File: src/rtl/ifu_fetch_ctrl.sv
// Instruction-fetch controller: owns the PC, reads the combinational ROM,
// buffers fetched words in a 2-entry queue for decode, handles redirects
// and flags fetch addresses that are misaligned or outside the ROM window.
module ifu_fetch_ctrl #(
    parameter logic [31:0] PC_RESET = 32'h0000_3000,
    parameter int unsigned ROM_AW   = 10
) (
    input  logic              clk,
    input  logic              reset,
    input  logic              fetch_en,
    output logic [ROM_AW-1:0] rom_addr,
    input  logic [31:0]       rom_data,
    input  logic              redirect_valid,
    input  logic [31:0]       redirect_pc,
    output logic              instr_valid,
    input  logic              instr_ready,
    output logic [31:0]       instr,
    output logic [31:0]       instr_pc,
    output logic              fetch_fault
);

    // Size of the ROM window in bytes; 33 bits so the compare never overflows.
    localparam logic [32:0] ROM_BYTES = 33'd4 << ROM_AW;

    logic [31:0] pc_q, pc_d;
    logic [1:0]  count_q, count_d;
    logic        fault_q, fault_d;
    // Entry 0 is always the head; entry 1 is the second-oldest word.
    logic [31:0] ent0_pc_q, ent0_pc_d, ent0_word_q, ent0_word_d;
    logic [31:0] ent1_pc_q, ent1_pc_d, ent1_word_q, ent1_word_d;

    logic [31:0] off;
    logic        bad;
    logic        pop;
    logic        room;
    logic        eval;
    logic        push;
    logic        fault_set;

    // Address decode and push/fault qualification.
    always_comb begin
        off       = pc_q - PC_RESET;
        rom_addr  = off[ROM_AW+1:2];
        bad       = (pc_q[1:0] != 2'b00) | ({1'b0, off} >= ROM_BYTES);
        pop       = instr_valid & instr_ready;
        room      = (count_q != 2'd2) | pop;
        eval      = fetch_en & ~redirect_valid & ~fault_q;
        push      = eval & ~bad & room;
        fault_set = eval & bad;
    end

    // Outputs come only from registered queue state.
    always_comb begin
        instr_valid = (count_q != 2'd0);
        instr       = ent0_word_q;
        instr_pc    = ent0_pc_q;
        fetch_fault = fault_q;
    end

    // Next-state: redirect wins, otherwise push/pop update the queue.
    always_comb begin
        pc_d        = pc_q;
        count_d     = count_q;
        fault_d     = fault_q;
        ent0_pc_d   = ent0_pc_q;
        ent0_word_d = ent0_word_q;
        ent1_pc_d   = ent1_pc_q;
        ent1_word_d = ent1_word_q;

        if (redirect_valid) begin
            // A same-cycle pop is already taken by decode; the queue is dropped
            // but the storage is kept so instr/instr_pc hold their last values.
            count_d = 2'd0;
            pc_d    = redirect_pc;
            fault_d = 1'b0;
        end else begin
            if (push) begin
                pc_d = pc_q + 32'd4;
            end
            if (fault_set) begin
                fault_d = 1'b1;
            end
            case ({push, pop})
                2'b10: begin
                    if (count_q == 2'd0) begin
                        ent0_pc_d   = pc_q;
                        ent0_word_d = rom_data;
                    end else begin
                        ent1_pc_d   = pc_q;
                        ent1_word_d = rom_data;
                    end
                    count_d = count_q + 2'd1;
                end
                2'b01: begin
                    // Popping the last entry leaves the head registers untouched.
                    if (count_q == 2'd2) begin
                        ent0_pc_d   = ent1_pc_q;
                        ent0_word_d = ent1_word_q;
                    end
                    count_d = count_q - 2'd1;
                end
                2'b11: begin
                    if (count_q == 2'd1) begin
                        ent0_pc_d   = pc_q;
                        ent0_word_d = rom_data;
                    end else begin
                        ent0_pc_d   = ent1_pc_q;
                        ent0_word_d = ent1_word_q;
                        ent1_pc_d   = pc_q;
                        ent1_word_d = rom_data;
                    end
                end
                default: ;
            endcase
        end
    end

    // State registers with synchronous reset.
    always_ff @(posedge clk) begin
        if (reset) begin
            pc_q        <= PC_RESET;
            count_q     <= 2'd0;
            fault_q     <= 1'b0;
            ent0_pc_q   <= 32'd0;
            ent0_word_q <= 32'd0;
            ent1_pc_q   <= 32'd0;
            ent1_word_q <= 32'd0;
        end else begin
            pc_q        <= pc_d;
            count_q     <= count_d;
            fault_q     <= fault_d;
            ent0_pc_q   <= ent0_pc_d;
            ent0_word_q <= ent0_word_d;
            ent1_pc_q   <= ent1_pc_d;
            ent1_word_q <= ent1_word_d;
        end
    end

endmodule
File: config.mk
export PLATFORM = sky130hd
export DESIGN_NAME = ifu_fetch_ctrl
export DESIGN_NICKNAME = d
export VERILOG_FILES = /design/src/rtl/ifu_fetch_ctrl.sv
export SDC_FILE = /design/constraint.sdc
export NUM_CORES = 1
export LEC_CHECK = 0
export ABC_AREA = 0
export CORE_MARGIN = 4
export CORE_UTILIZATION = 39
export CTS_CLUSTER_DIAMETER = 120
export CTS_CLUSTER_SIZE = 25
export DETAILED_ROUTE_END_ITERATION = 12
export GPL_ROUTABILITY_DRIVEN = 0
export PLACE_DENSITY_LB_ADDON = 0.08
export SLEW_MARGIN = 15
export SYNTH_ARGS = -nofsm -noshare
export SYNTH_HDL_FRONTEND = slang
export SYNTH_SLANG_ARGS = --single-unit
export TNS_END_PERCENT = 10
File: constraint.sdc
create_clock -name clk -period 3.04 [get_ports clk]
set_input_delay 0.456 -clock clk [delete_from_list [all_inputs] [get_ports clk]]
set_output_delay 0.456 -clock clk [all_outputs]
set_load 0.005 [all_outputs]
==> out/metrics.csv, run 1 <==
metric;value;unit
cts.hold.buffers_added;0;
ys_ff_latch;163;
port_buffers;144;
cts_root_buf;clkbuf_16;
core;16500;µm²
async_reset_ff_share;0;%
worst_ep_arrival_time;3.16;ns
drive_above_1_share;7.02;%
ys_warn_count;0;
grt_pass1_vias;6017;
ys_seq_area_share;49.8;%
cp_max_fo;31;
post-route-min-period;2.84;ns
setup_ws;0.200;ns
p_per_area;532;nW/µm²
endpoint_kind;flip-flop;
place_hpwl;11.9;mm
yosysTopAreaCell;dfxtp_1;
cp.required;3.36;ns
clock_latency;0.41;ns
wl_per_cell;16.1;µm
fin_setup_tns;0;ns
htreeDepth;4;
antenna_found_initial;0;
ios;145;
peakVddDrop;0.000368;V
fin_skew;0.00668;ns
clock.fmax;0.352;GHz
clk_pin_slew;0.06;ns
vias;6073;
grt_overflow_total;0;
detail-route-antenna-nets;0;
cts_inserted_buffers;17;
worstMarginPinSlew;0.979;ns
grt_use_total;19.5;%
diodes;0;
num_rows;47;
dr.pass1.iters;4;
finalSetupViolations;0;
synth_area_leaders;dfxtp_1 (50%), a21oi_1 (12%), nand2_1 (8.2%);
fin_crit_sh;93.4;%
relSlewSlack;34.7;%
die_h;138;µm
fillers;1513;
syn_nets;876;
nNetsFinal;988;
clockBufferDepth;2;
hold_path.class;flip-flop to flip-flop;
place_ws;0.197;ns
synth_edf_count;0;
rsz0062_at_grt;no;
cts_tree;built;
status;finished, final reports clean;
finalHoldViolCount;0;
drt_wl_total;18.5;mm
synthDistinctLibCells;52;
setup.worst_path.start_class;flip-flop;
grt_max_degree;86;
slew_violations;0;
synth_cells;802;
grt_pass1_wl;29.8;mm
initial_core_util;39.6;%
synth.top_cell.area_share;49.8;%
path_class;flip-flop to flip-flop;
synth_top_flop_cell;dfxtp_1;
die_w;138;µm
p_leak;0.00342;µW
cts.sinks;163;
syn_area;6550;µm²
synth.avg_cell_area;8.16;µm²
fp.dieArea;18900;µm²
area_growth;32.7;%
drc;0;
routed_via_density;5.30;
cap_violations;0;
drt_iter0_drc;432;
## what timing repair did
item                       4_1_cts  5_1_grt
buffers inserted                 0        0
resized for setup                0        2
setup endpoints to repair        0       39
## synth_stat cells (all sizes together), types with 9 or more instances
cell type / count
nor2: 60
mux2i: 16
nor4: 9
o21ai: 63
clkbuf: 26
buf: 45
inv: 11
nand2: 144
nor3: 10
and3: 24
a21oi: 157
dfxtp: 163
## per-stage QoR
stage               std cells  hold WS (ns)  power [µW]  area [µm²]  utilization [%]
floorplan                 802         0.432        2380        6550                -
global placement         1115         0.438        2540        8090             49.0
detailed placement       1115         0.444        2550        8090             49.0
CTS                      1146         0.454        4670        8680             52.5
global route             1146         0.469        4780        8690             52.6
finish                   1146         0.451        4620        8690             52.6
## registers in the layout, summed over array words and instances, names as in the netlist
name / cells
instr: 32
fetch_fault: 1
count_q: 2
ent1_word_q: 32
pc_q: 32
ent1_pc_q: 32
instr_pc: 32
## final timing paths
kind | depth (start not counted) | endpoint | slack (ns) | from
worst min-delay path | 2 | ent1_word_q[0]$_SDFFE_PP0P_ | 0.45 | ent1_word_q[0]$_SDFFE_PP0P_
worst max-delay path | 9 | instr[31]$_SDFFE_PP0P_ | 0.20 | pc_q[14]$_SDFFE_PP0P_
worst max register to register | 9 | instr[31]$_SDFFE_PP0P_ | 0.20 | pc_q[14]$_SDFFE_PP0P_
worst min register to register | 2 | ent1_word_q[0]$_SDFFE_PP0P_ | 0.45 | ent1_word_q[0]$_SDFFE_PP0P_
## per-layer routing
| layer | wire length, µm | track usage, % |
|---|---|---|
| met4 | 300 | 7.15 |
| met3 | 899 | 4.05 |
| met1 | 8730 | 25.8 |
| met5 | 0 | 0 |
| met2 | 8550 | 31.5 |
## logic make-up (layout without fill, tap and decap cells)
logic type | after synthesis | in the layout | share of synthesized area [%]
AND/OR/NAND/NOR | 280 | 280 | 19.0
XOR/XNOR | 4 | 4 | 0.535
AO/OA/AOI/OAI | 252 | 252 | 20.8
adder cells (fa/ha/maj) | 5 | 5 | 0.955
multiplexers | 16 | 16 | 2.45
flip-flops | 163 | 163 | 49.8
buffers and inverters | 82 | 206 | 6.40
## where the power goes
part | switching (µW) | total, µW | internal (µW)
Combinational | 136 | 297 | 161
Clock | 859 | 2120 | 1260
Sequential | 38.5 | 2210 | 2170
Total | 1030 | 4620 | 3590
## critical path, stage by stage (launching register included)
cell,delay (ns)
dfxtp_1,0.36
or4_4,0.56
nor4_2,0.35
nor2_1,0.09
and4_1,0.29
buf_4,0.22
a21oi_4,0.16
buf_4,0.35
a21oi_1,0.12
a211oi_1,0.23
## cell usage in the layout (no fill, tap or decap), types with 3 or more instances in the layout
cell type	n
nor2_1	60
inv_1	10
clkinvlp_4	4
o21ai_0	62
nor3_1	10
a211oi_1	4
nand3_1	7
a21oi_1	155
or3_1	3
nand2_1	143
buf_4	17
clkbuf_16	17
clkdlybuf4s50_1	143
clkinv_4	3
a31oi_1	8
xor2_1	3
ha_1	5
and2_1	7
dfxtp_1	163
buf_12	3
mux2i_1	16
nor4_1	7
and3_1	23
nand4_1	3
## layout make-up
cell class	instances	area (µm²)	share of cell area, %
flip-flops and latches	163	3260	37.6
multi-input cells	557	2900	33.3
repair buffers	164	1620	18.7
clock buffers	21	460	5.30
well taps	220	275	3.17
clock inverters	10	128	1.47
inverters	11	41.3	0.475
(Power assumes the default switching activity.)
==> run 2: changes to the inputs <==
clock period = 2.4 ns   (was 3.04 ns; I/O delays follow)
==> run 2 against run 1 <==
Effect of this change:
- the flow now finishes with violations (setup timing)
- non-clock buffer count rose by 29
- sequential power grew 26%
- sequential cell count stayed put
- sequential share of layout area is 2.9 points lower
- worst hold slack barely moved
- total power rose by 26%
- critical path type unchanged
- largest cell class unchanged
- largest power group unchanged
==> out/metrics.csv, run 2 (synthesis gave the netlist of run 1 again) <==
metric;value;unit
violations;setup timing;
core;16500;µm²
wl_per_cell;16.6;µm
drt_wl_total;19.4;mm
grt_max_degree;63;
cts.sinks;163;
p_seq_share;47.8;%
final_common_cell;dfxtp_1;
switchingPower;1300;µW
intPower;4540;µW
cts_root_buf;clkbuf_16;
worst_ep_arrival_time;2.80;ns
relSlewSlack;43.7;%
antenna_found_initial;0;
diodes;0;
endpoint_kind;flip-flop;
multi_input_area;3210;µm²
fillers;1454;
fin_crit_sh;104;%
area_growth;44.0;%
routed_via_density;5.28;
cp_cell_sequence;or4_4 -> o31a_1 -> nor2_1 -> and4_1 -> buf_12 -> o21a_4 -> buf_12 -> nor2_1 -> a22o_1;
cp.required;2.71;ns
setup.worst_path.start_class;flip-flop;
initial_core_util;39.6;%
num_rows;47;
drive_above_1_share;15.9;%
cts_inserted_buffers;17;
grt_pass1_vias;6271;
fin_skew;0.00683;ns
critical_path.slowest_cell;or4_4;
grt_overflow_total;0;
drc;0;
status;finished with violations;
grt_pass1_wl;30.7;mm
highest_layer;met4;
p_per_area;619;nW/µm²
htreeDepth;4;
path_class;flip-flop to flip-flop;
vias;6203;
detail-route-antenna-nets;0;
route.met2.wl;9.45;mm
die_h;138;µm
die_w;138;µm
ios;145;
cp_max_fo;17;
place_inst;1131;
p_comb_share;7.6;%
nNetsFinal;1017;
rsz0062_at_grt;yes;
slew_violations;0;
peakVddDrop;0.000528;V
postPlaceCellArea;8310;µm²
pwr-share-clk;44.6;%
grt_use_total;20.3;%
clock_latency;0.42;ns
stdcell_count;1174;
post-route-min-period;2.50;ns
p_leak;0.00365;µW
hp-start;ent1_word_q[4]$_SDFFE_PP0P_;
finalHoldViolCount;0;
critPathLaunch;pc_q[21]$_SDFFE_PP0P_;
cap_violations;0;
clockBufferDepth;2;
worstMarginPinSlew;0.845;ns
fp.dieArea;18900;µm²
place_hpwl;12.3;mm
layout_common_cells;dfxtp_1 (161), clkdlybuf4s50_1 (143), nand2_1 (142);
dr.pass1.iters;5;
met1_length;8.74;mm
seq_area;3270;µm²
finalSetupViolations;33;
cts_tree;built;
clock.fmax;0.401;GHz
fin_area;9430;µm²
drt_iter0_drc;393;
port_buffers;144;
hold_path.class;flip-flop to flip-flop;
clk_pin_slew;0.06;ns
crit_path_max_incr_delay;0.53;ns
switching_share;22.2;%
r2r-start;pc_q[21]$_SDFFE_PP0P_;
wl_met3;890;µm
setup_ws;-0.0958;ns
[run 2: cell types whose count changed in the layout (fill, tap and decap cells not counted), sizes merged]
cell | previous run | this run
buf | 21 | 48
clkbuf | 21 | 25
clkinvlp | 4 | 2
bufinv | 2 | 1
[run 2: worst paths after layout]
path	endpoint	slack, ns	cells after the start
worst min-delay path	ent1_word_q[4]$_SDFFE_PP0P_	0.45	2
worst min register to register	ent1_word_q[4]$_SDFFE_PP0P_	0.45	2
worst max register to register	instr_pc[26]$_SDFFE_PP0P_	-0.1	9
worst max-delay path	instr_pc[26]$_SDFFE_PP0P_	-0.1	9
[run 2: what timing repair did]
action | 4_1_cts | 5_1_grt
buffers inserted | 8 | 1
gates cloned | 2 | 2
pin swaps | 9 | 11
hold buffers | 0 | 0
setup endpoints to repair | 120 | 147
resized for setup | 32 | 95
[run 2: worst max-delay path: cells and delay by family, from the launching register on]
kind            cells  cell delay, ns
buf+inv             2            0.32
compound gates      3            0.79
simple gates        4            0.94
flops               1            0.32
[run 2: final cells by class]
cell class                      instances  share of cell area (%)
Sequential cell                       163                    34.6
Multi-Input combinational cell        557                    34.1
Tap cell                              220                    2.92
Inverter                               11                   0.438
Timing Repair Buffer                  193                    21.9
Clock buffer                           23                    5.28
Clock inverter                          7                   0.769
[run 2: power groups by stage]
stage / registers, µW / clock network, µW / logic, µW
finish: 2790 / 2600 / 447
global route: 2790 / 2770 / 485
global placement: 2840 / 0 / 399
floorplan: 2840 / 0 / 185
CTS: 2780 / 2660 / 428
detailed placement: 2840 / 0 / 405
[run 2: metal layers]
layer / vias up / GRT usage (%)
met5: - / 0
met3: 27 / 3.91
met2: 159 / 33.8
met4: 0 / 7.65
li1: 3034 / -
met1: 2983 / 26.2
[run 2: through the flow]
| stage | util, % | worst slack [ns] | power [µW] | TNS (ns) | hold WS, ns |
|---|---|---|---|---|---|
| finish | 57.1 | -0.0958 | 5840 | -1.03 | 0.451 |
| global placement | 50.3 | -0.0225 | 3240 | -0.0445 | 0.438 |
| CTS | 55.3 | -0.0323 | 5880 | -0.0984 | 0.452 |
| global route | 57.1 | -0.167 | 6050 | -11.36 | 0.471 |
| detailed placement | 50.3 | -0.0747 | 3250 | -2.23 | 0.443 |
| floorplan | - | 0.0972 | 3020 | 0 | 0.432 |
